File: config.mk
export PLATFORM = sky130hd
export DESIGN_NAME = kpscan_ctrl
export DESIGN_NICKNAME = d
export VERILOG_FILES = /design/src/rtl/kpscan_ctrl.sv
export SDC_FILE = /design/constraint.sdc
export NUM_CORES = 1
export LEC_CHECK = 0
export BUFFER_PORTS_ARGS = -buffer_cell sky130_fd_sc_hd__buf_2
export CORE_MARGIN = 2
export CORE_UTILIZATION = 35
export CTS_CLUSTER_SIZE = 25
export DETAILED_ROUTE_END_ITERATION = 12
export PLACE_DENSITY = 0.58
export SLEW_MARGIN = 20
export SYNTH_ARGS = -nofsm -noshare
export SYNTH_HDL_FRONTEND = slang
export SYNTH_SLANG_ARGS = --single-unit
File: constraint.sdc
create_clock -name clk -period 6.45 [get_ports clk]
set_clock_uncertainty 0.15 [all_clocks]
set_input_delay 0.9675 -clock clk [delete_from_list [all_inputs] [get_ports clk]]
set_output_delay 0.9675 -clock clk [all_outputs]
set_load 0.05 [all_outputs]
File: src/rtl/kpscan_ctrl.sv
// ----------------------------------------------------------------------------
// kpscan_ctrl
// Keypad scan controller for the 4x4 game keypad.
//
// Walks a single low strobe across the four column lines, synchronises the
// raw row lines, debounces both press and release, and queues one
// {column, row} event per debounced single-key press. The keypad decoder and
// game logic consume the events through a valid/ready handshake.
//
// Parameters
//   SCAN_DIV   : cycles each column is driven before rows are sampled (>= 3)
//   DEBOUNCE   : consecutive stable cycles to accept a press or release (>= 1)
//   FIFO_DEPTH : event queue depth, power of two, >= 2
//
// Ports
//   clk        : system clock
//   reset      : synchronous, active-high reset
//   kpr_in     : raw row lines, active low, asynchronous to clk
//   kpc        : column drive, one-hot-low (0111, 1011, 1101, 1110)
//   key_kpc    : column pattern of the head event, 4'hF when empty
//   key_kpr    : row pattern of the head event, 4'hF when empty
//   key_valid  : event queue non-empty
//   key_ready  : consumer accepts the head event (pop on valid && ready)
//   key_held   : a debounced key is currently down
//   overflow   : sticky, an event was dropped because the queue was full
//   fifo_count : number of queued events
// ----------------------------------------------------------------------------
module kpscan_ctrl #(
  parameter int SCAN_DIV   = 50000,
  parameter int DEBOUNCE   = 1000000,
  parameter int FIFO_DEPTH = 4
) (
  input  logic                          clk,
  input  logic                          reset,
  input  logic [3:0]                    kpr_in,
  output logic [3:0]                    kpc,
  output logic [3:0]                    key_kpc,
  output logic [3:0]                    key_kpr,
  output logic                          key_valid,
  input  logic                          key_ready,
  output logic                          key_held,
  output logic                          overflow,
  output logic [$clog2(FIFO_DEPTH):0]   fifo_count
);

  // One counter serves both the column dwell and the debounce windows.
  localparam int CNT_MAX = (SCAN_DIV > DEBOUNCE) ? SCAN_DIV : DEBOUNCE;
  localparam int CNT_W   = $clog2(CNT_MAX);
  localparam int PTR_W   = $clog2(FIFO_DEPTH);
  localparam int CNT_FW  = PTR_W + 1;

  localparam logic [CNT_W-1:0]  SCAN_LAST = CNT_W'(SCAN_DIV - 1);
  localparam logic [CNT_W-1:0]  DB_LAST   = CNT_W'(DEBOUNCE - 1);
  localparam logic [CNT_FW-1:0] FIFO_FULL = CNT_FW'(FIFO_DEPTH);

  typedef enum logic [1:0] {
    ST_SCAN,
    ST_DEBOUNCE,
    ST_PRESSED,
    ST_RELEASE
  } state_e;

  // Column index to one-hot-low strobe.
  function automatic logic [3:0] col_to_kpc(input logic [1:0] c);
    logic [3:0] pat;
    case (c)
      2'd0:    pat = 4'b0111;
      2'd1:    pat = 4'b1011;
      2'd2:    pat = 4'b1101;
      default: pat = 4'b1110;
    endcase
    return pat;
  endfunction

  // True when exactly one row line is pulled low (a single key).
  function automatic logic single_key(input logic [3:0] rows);
    return ($countones(~rows) == 1);
  endfunction

  // --------------------------------------------------------------------------
  // Signals
  // --------------------------------------------------------------------------
  logic [3:0]        sync1_q, sync1_d;
  logic [3:0]        kpr_s_q, kpr_s_d;

  state_e            state_q, state_d;
  logic [1:0]        col_q, col_d;
  logic [CNT_W-1:0]  cnt_q, cnt_d;
  logic [3:0]        cand_q, cand_d;
  logic [3:0]        kpc_q, kpc_d;
  logic              held_q, held_d;

  // Event handed from the scanner to the queue one cycle after acceptance.
  logic              push_q, push_d;
  logic [7:0]        push_data_q, push_data_d;

  logic [7:0]        mem_q [FIFO_DEPTH];
  logic [PTR_W-1:0]  wr_ptr_q, wr_ptr_d;
  logic [PTR_W-1:0]  rd_ptr_q, rd_ptr_d;
  logic [CNT_FW-1:0] count_q, count_d;
  logic [7:0]        head_q, head_d;
  logic              ovf_q, ovf_d;

  logic              pop;
  logic              full;
  logic              do_write;
  logic              drop;

  // --------------------------------------------------------------------------
  // Row synchroniser and scan / debounce state machine (next-state logic)
  // --------------------------------------------------------------------------
  always_comb begin
    // NOTE: every output of a combinational block gets a default first so no
    // path through the case statement can leave a latch behind.
    sync1_d     = kpr_in;
    kpr_s_d     = sync1_q;
    state_d     = state_q;
    col_d       = col_q;
    cnt_d       = cnt_q;
    cand_d      = cand_q;
    push_d      = 1'b0;
    push_data_d = push_data_q;

    unique case (state_q)
      ST_SCAN: begin
        if (cnt_q == SCAN_LAST) begin
          cnt_d = '0;
          if (kpr_s_q != 4'hF) begin
            cand_d  = kpr_s_q;
            state_d = ST_DEBOUNCE;
          end else begin
            col_d = col_q + 2'd1;
          end
        end else begin
          cnt_d = cnt_q + CNT_W'(1);
        end
      end

      ST_DEBOUNCE: begin
        if (kpr_s_q != cand_q) begin
          // Bounce: abandon this column without an event.
          state_d = ST_SCAN;
          col_d   = col_q + 2'd1;
          cnt_d   = '0;
        end else if (cnt_q == DB_LAST) begin
          // Multi-key patterns still walk through PRESSED/RELEASE so the
          // scanner waits for the keys to come up, but are never queued.
          state_d     = ST_PRESSED;
          cnt_d       = '0;
          push_d      = single_key(cand_q);
          push_data_d = {kpc_q, cand_q};
        end else begin
          cnt_d = cnt_q + CNT_W'(1);
        end
      end

      ST_PRESSED: begin
        if (kpr_s_q == 4'hF) begin
          state_d = ST_RELEASE;
          cnt_d   = '0;
        end
      end

      ST_RELEASE: begin
        if (kpr_s_q != 4'hF) begin
          // Release bounce: key is still down, no new event.
          state_d = ST_PRESSED;
          cnt_d   = '0;
        end else if (cnt_q == DB_LAST) begin
          state_d = ST_SCAN;
          col_d   = col_q + 2'd1;
          cnt_d   = '0;
        end else begin
          cnt_d = cnt_q + CNT_W'(1);
        end
      end

      default: begin
        state_d = ST_SCAN;
        cnt_d   = '0;
      end
    endcase

    // Strobe and held flag are registered from the next state so they change
    // on the same edge as the state itself, glitch-free at the pins.
    kpc_d  = col_to_kpc(col_d);
    held_d = (state_d == ST_PRESSED) || (state_d == ST_RELEASE);
  end

  // --------------------------------------------------------------------------
  // Event queue (next-state logic)
  // --------------------------------------------------------------------------
  always_comb begin
    pop      = (count_q != '0) && key_ready;
    full     = (count_q == FIFO_FULL);
    // A full queue can still accept a push when the head leaves this cycle.
    do_write = push_q && (!full || pop);
    drop     = push_q && full && !pop;

    wr_ptr_d = do_write ? wr_ptr_q + PTR_W'(1) : wr_ptr_q;
    rd_ptr_d = pop      ? rd_ptr_q + PTR_W'(1) : rd_ptr_q;

    count_d = count_q;
    if (do_write && !pop) begin
      count_d = count_q + CNT_FW'(1);
    end else if (!do_write && pop) begin
      count_d = count_q - CNT_FW'(1);
    end

    ovf_d = ovf_q | drop;

    // Head register shows what storage will hold at rd_ptr_d after this edge,
    // forwarding the incoming event when it lands in that very slot.
    if (count_d == '0) begin
      head_d = 8'hFF;
    end else if (do_write && (wr_ptr_q == rd_ptr_d)) begin
      head_d = push_data_q;
    end else begin
      head_d = mem_q[rd_ptr_d];
    end
  end

  // --------------------------------------------------------------------------
  // State registers
  // --------------------------------------------------------------------------
  // NOTE: sequential state is updated with non-blocking assignments only, so
  // every flop samples the pre-edge values regardless of statement order.
  always_ff @(posedge clk) begin
    if (reset) begin
      sync1_q     <= 4'hF;
      kpr_s_q     <= 4'hF;
      state_q     <= ST_SCAN;
      col_q       <= 2'd0;
      cnt_q       <= '0;
      cand_q      <= 4'hF;
      kpc_q       <= 4'b0111;
      held_q      <= 1'b0;
      push_q      <= 1'b0;
      push_data_q <= 8'hFF;
      wr_ptr_q    <= '0;
      rd_ptr_q    <= '0;
      count_q     <= '0;
      head_q      <= 8'hFF;
      ovf_q       <= 1'b0;
    end else begin
      sync1_q     <= sync1_d;
      kpr_s_q     <= kpr_s_d;
      state_q     <= state_d;
      col_q       <= col_d;
      cnt_q       <= cnt_d;
      cand_q      <= cand_d;
      kpc_q       <= kpc_d;
      held_q      <= held_d;
      push_q      <= push_d;
      push_data_q <= push_data_d;
      wr_ptr_q    <= wr_ptr_d;
      rd_ptr_q    <= rd_ptr_d;
      count_q     <= count_d;
      head_q      <= head_d;
      ovf_q       <= ovf_d;
    end
  end

  // NOTE: queue storage is deliberately not reset; an entry is only ever read
  // after it has been written, and the count/pointers carry the reset state.
  always_ff @(posedge clk) begin
    if (do_write) begin
      mem_q[wr_ptr_q] <= push_data_q;
    end
  end

  // --------------------------------------------------------------------------
  // Outputs
  // --------------------------------------------------------------------------
  assign kpc        = kpc_q;
  assign key_kpc    = head_q[7:4];
  assign key_kpr    = head_q[3:0];
  assign key_valid  = (count_q != '0);
  assign key_held   = held_q;
  assign overflow   = ovf_q;
  assign fifo_count = count_q;

endmodule
==> results.cfg <==
[sta]
timing.final.max_slew_violations = 0
hold_ws_ns = 0.259
worstMarginPinSlew_ns = 0.985
post-route-min-period_ns = 2.80
max_freq_mhz = 358
number_of_endpoints_failing_setup_at_the_final_stage = 0
timing.final.crit_share_pct = 43.3
worst_slew_margin_rel_pct = 33.9
timing.final.hold_violations = 0
fin_tns_setup_ns = 0
setup_ws_post_layout_ns = 3.65
rsz0062_at_grt = false

[global_routing]
globalRouteTotalUtil_pct = 12.3
number_of_antenna_violations_at_the_first_check_in_global_routing = 0
grt-ovfl-total = 0
first_global_vias = 2590
largest_net_degree_at_the_start_of_global_routing = 41
wire_length_of_the_first_global_routing_pass_um = 12700

[finish]
num-nets-final = 420
antenna_cells = 0
fraction_of_layout_instances_using_a_drive_strength_above_1_pct = 17.9
final_std_cell_area_no_fill_sq_um = 4840
flow.area_growth_from_synthesis_pct = 12.9
layout.filler_cells = 1159
final_cell_count_no_fill = 554

[clock_network]
cts_tree = built
ctsLongestPathBuffers = 2
clock_sink_count = 97
cts_buffers = 9
cts_root_buffer = sky130_fd_sc_hd__clkbuf_16
h_tree_depth = 3
worst_skew_pair.late_latency_ns = 0.34
path_clk_slew_ns = 0.07
cts_hold_buffers = 0
post_cts.resized_instances = 0
post_cts_buffers = 0

[place]
dp_slack_ns = 3.13
dp_hpwl_um = 5230
placed_area_sq_um = 4530
dp.cells = 538
gp_congestion = 0.860
port-buffer-count = 24

[critical_path]
critical_path.startpoint_type = flop
timing.critical_path.arrival_ns = 2.84
required_ns = 6.49
end_kind = flop
worst-path-max-fanout = 19
crit_path_start = cnt_q[7]$_SDFFE_PP0P_
critPathKind = reg2reg
rr_startpoint = cnt_q[7]$_SDFFE_PP0P_

[floorplanning]
rows = 40
floorplan.io_pins = 25
initial_core_utilization_pct = 35.7
die_w_um = 115
die_area_sq_um = 13200
die_y_um = 115
core-area_sq_um = 12000

[power_and_ir_drop]
static-leakage-power_nw = 1.74
power_density_nw_per_um2 = 312
irDropWorstVdd_mv = 0.141

[routing]
detailroute.via_count = 2757
dr.pass1.iters = 4
wirelength_routed_um = 7340
drt_drc_violations_left = 0
drt_iter0_drc = 199
wire_per_inst_um = 13.2
final_antenna_net_count = 0
detail_route.vias_per_cell = 4.98

[hold_path]
worst_hold_startpoint = kpr_s_d[1]$_SDFF_PP1_
hold_path_class = reg2reg

[status]
status = finished clean

[job]
count_of_maximum_capacitance_violations = 0

[synth]
synth_area_leaders = sky130_fd_sc_hd__dfxtp_1 30%, sky130_fd_sc_hd__edfxtp_1 22%, sky130_fd_sc_hd__mux4_2 4.2%
yosys_warnings = 0
post-synth-top-area-cell = sky130_fd_sc_hd__dfxtp_1
area_of_the_mapped_netlist_sq_um = 4290
ys_seq_elements = 97
dominantRegCellSynth = sky130_fd_sc_hd__dfxtp_1
yosysSeqAreaShare_pct = 52.7
synth_enable_flop_cells = 32
average_instance_area_after_synthesis_sq_um = 11.2
synthDominantCellAreaShare_pct = 30.3
ys_async_sr_fraction_pct = 0
yosys.cell_types.count = 55
count_of_mapped_cells_out_of_synthesis = 382
syn_nets = 400
==> metal layers <==
metal  share of wire [%]  wire [um]  GRT usage [%]
met3                 4.4        326           4.02
met2                  49       3580           20.1
met4                 1.1         84           4.82
met1                  46       3350           15.2
met5                   0          0              0
==> registers in the layout, summed over array words and instances, names as in the netlist, named ones only <==
| register | flops |
|---|---|
| mem_q | 32 |
| cnt_q | 20 |
| head_q | 8 |
| push_data_q | 8 |
| cand_q | 4 |
| kpc | 4 |
| kpr_s_d | 4 |
| kpr_s_q | 4 |
| fifo_count | 3 |
| col_q | 2 |
| rd_ptr_q | 2 |
| wr_ptr_q | 2 |
| overflow | 1 |
| push_q | 1 |
| state_q | 1 |
==> critical path, stage by stage (launching register included) <==
cell and delay [ns]:
sky130_fd_sc_hd__dfxtp_1 0.35, sky130_fd_sc_hd__or4b_4 0.60, sky130_fd_sc_hd__nor4_4 0.40, sky130_fd_sc_hd__a21boi_0 0.14, sky130_fd_sc_hd__a22o_1 0.25, sky130_fd_sc_hd__o21bai_2 0.63, sky130_fd_sc_hd__nor2_1 0.13
==> final timing paths <==
check / slack, ns / cells after the start / endpoint
setup reg to reg: 3.65 / 6 / cnt_q[7]$_SDFFE_PP0P_
hold reg to reg: 0.26 / 1 / kpr_s_q[1]$_SDFF_PP1_
hold / removal: 0.26 / 1 / kpr_s_q[1]$_SDFF_PP1_
setup / recovery: 3.65 / 6 / cnt_q[7]$_SDFFE_PP0P_
==> final cells by class <==
| class | count | area, sq um | share of cell area (%) |
|---|---|---|---|
| Clock inverter | 7 | 76.3 | 1.58 |
| Timing Repair Buffer | 24 | 120 | 2.48 |
| Inverter | 10 | 37.5 | 0.775 |
| Sequential cell | 97 | 2260 | 46.7 |
| Clock buffer | 9 | 225 | 4.65 |
| Tap cell | 147 | 184 | 3.80 |
| Multi-Input combinational cell | 260 | 1940 | 40.0 |
==> through the flow <==
stage                     total power, mW  utilization, %
final                                1.51            40.3
after global placement              0.984            37.7
after CTS                            1.53            40.3
after detailed placement            0.989            37.7
after global routing                 1.59            40.3
after floorplan                     0.934               -
==> cells by family after synthesis <==
family | Yosys count | synth area share, %
DFF | 97 | 52.7
AOI/OAI and AO/OA | 41 | 7.06
adders and majority gates | 11 | 3.38
and+or+nand+nor | 157 | 20.5
buffers and inverters | 25 | 2.28
muxes | 20 | 7.06
xor gates and xnor gates | 31 | 6.97
==> layout by cell type (no fill, tap or decap), types with 3 or more instances in the layout <==
| cell type | synthesis | final |
|---|---|---|
| sky130_fd_sc_hd__nor3b_1 | 3 | 3 |
| sky130_fd_sc_hd__buf_2 | 3 | 24 |
| sky130_fd_sc_hd__a211o_1 | 8 | 8 |
| sky130_fd_sc_hd__nand2b_1 | 10 | 10 |
| sky130_fd_sc_hd__a21oi_1 | 10 | 10 |
| sky130_fd_sc_hd__clkbuf_16 | 0 | 9 |
| sky130_fd_sc_hd__mux4_2 | 8 | 8 |
| sky130_fd_sc_hd__nor2_1 | 42 | 42 |
| sky130_fd_sc_hd__ha_1 | 10 | 10 |
| sky130_fd_sc_hd__mux2i_1 | 10 | 10 |
| sky130_fd_sc_hd__o22ai_1 | 4 | 4 |
| sky130_fd_sc_hd__nor2b_1 | 16 | 16 |
| sky130_fd_sc_hd__and2_1 | 4 | 4 |
| sky130_fd_sc_hd__nand4_1 | 7 | 7 |
| sky130_fd_sc_hd__inv_1 | 10 | 10 |
| sky130_fd_sc_hd__nor4_1 | 4 | 4 |
| sky130_fd_sc_hd__nand3_1 | 14 | 14 |
| sky130_fd_sc_hd__xnor2_1 | 10 | 10 |
| sky130_fd_sc_hd__dfxtp_1 | 65 | 65 |
| sky130_fd_sc_hd__nor3_1 | 4 | 4 |
| sky130_fd_sc_hd__edfxtp_1 | 32 | 32 |
| sky130_fd_sc_hd__o21ai_0 | 5 | 5 |
| sky130_fd_sc_hd__or2_2 | 10 | 10 |
| sky130_fd_sc_hd__nand2_1 | 24 | 24 |
| sky130_fd_sc_hd__xor2_1 | 19 | 18 |
==> synth_stat cells, drive strengths merged, types with 3 or more instances <==
cell,number
nor3b,3
xor2,19
or2,10
and2,4
clkbuf,10
o22ai,4
o21ai,5
mux4,8
dfxtp,65
mux2i,10
nor2b,16
nand2b,10
buf,5
xnor2,10
a21oi,10
edfxtp,32
nand4,7
ha,10
inv,10
nor2,42
nor4,6
nand3,14
a211o,8
nor3,4
and4,4
nand2,24
a211oi,4
==> report_power, final <==
group          switching [mW]  internal (mW)  total [mW]  leakage, nW
registers              0.0155          0.656       0.672        0.806
logic                   0.199          0.105       0.304        0.791
clock network           0.232          0.304       0.536        0.148
total                   0.446           1.07        1.51         1.74
(Power assumes the default switching activity.)
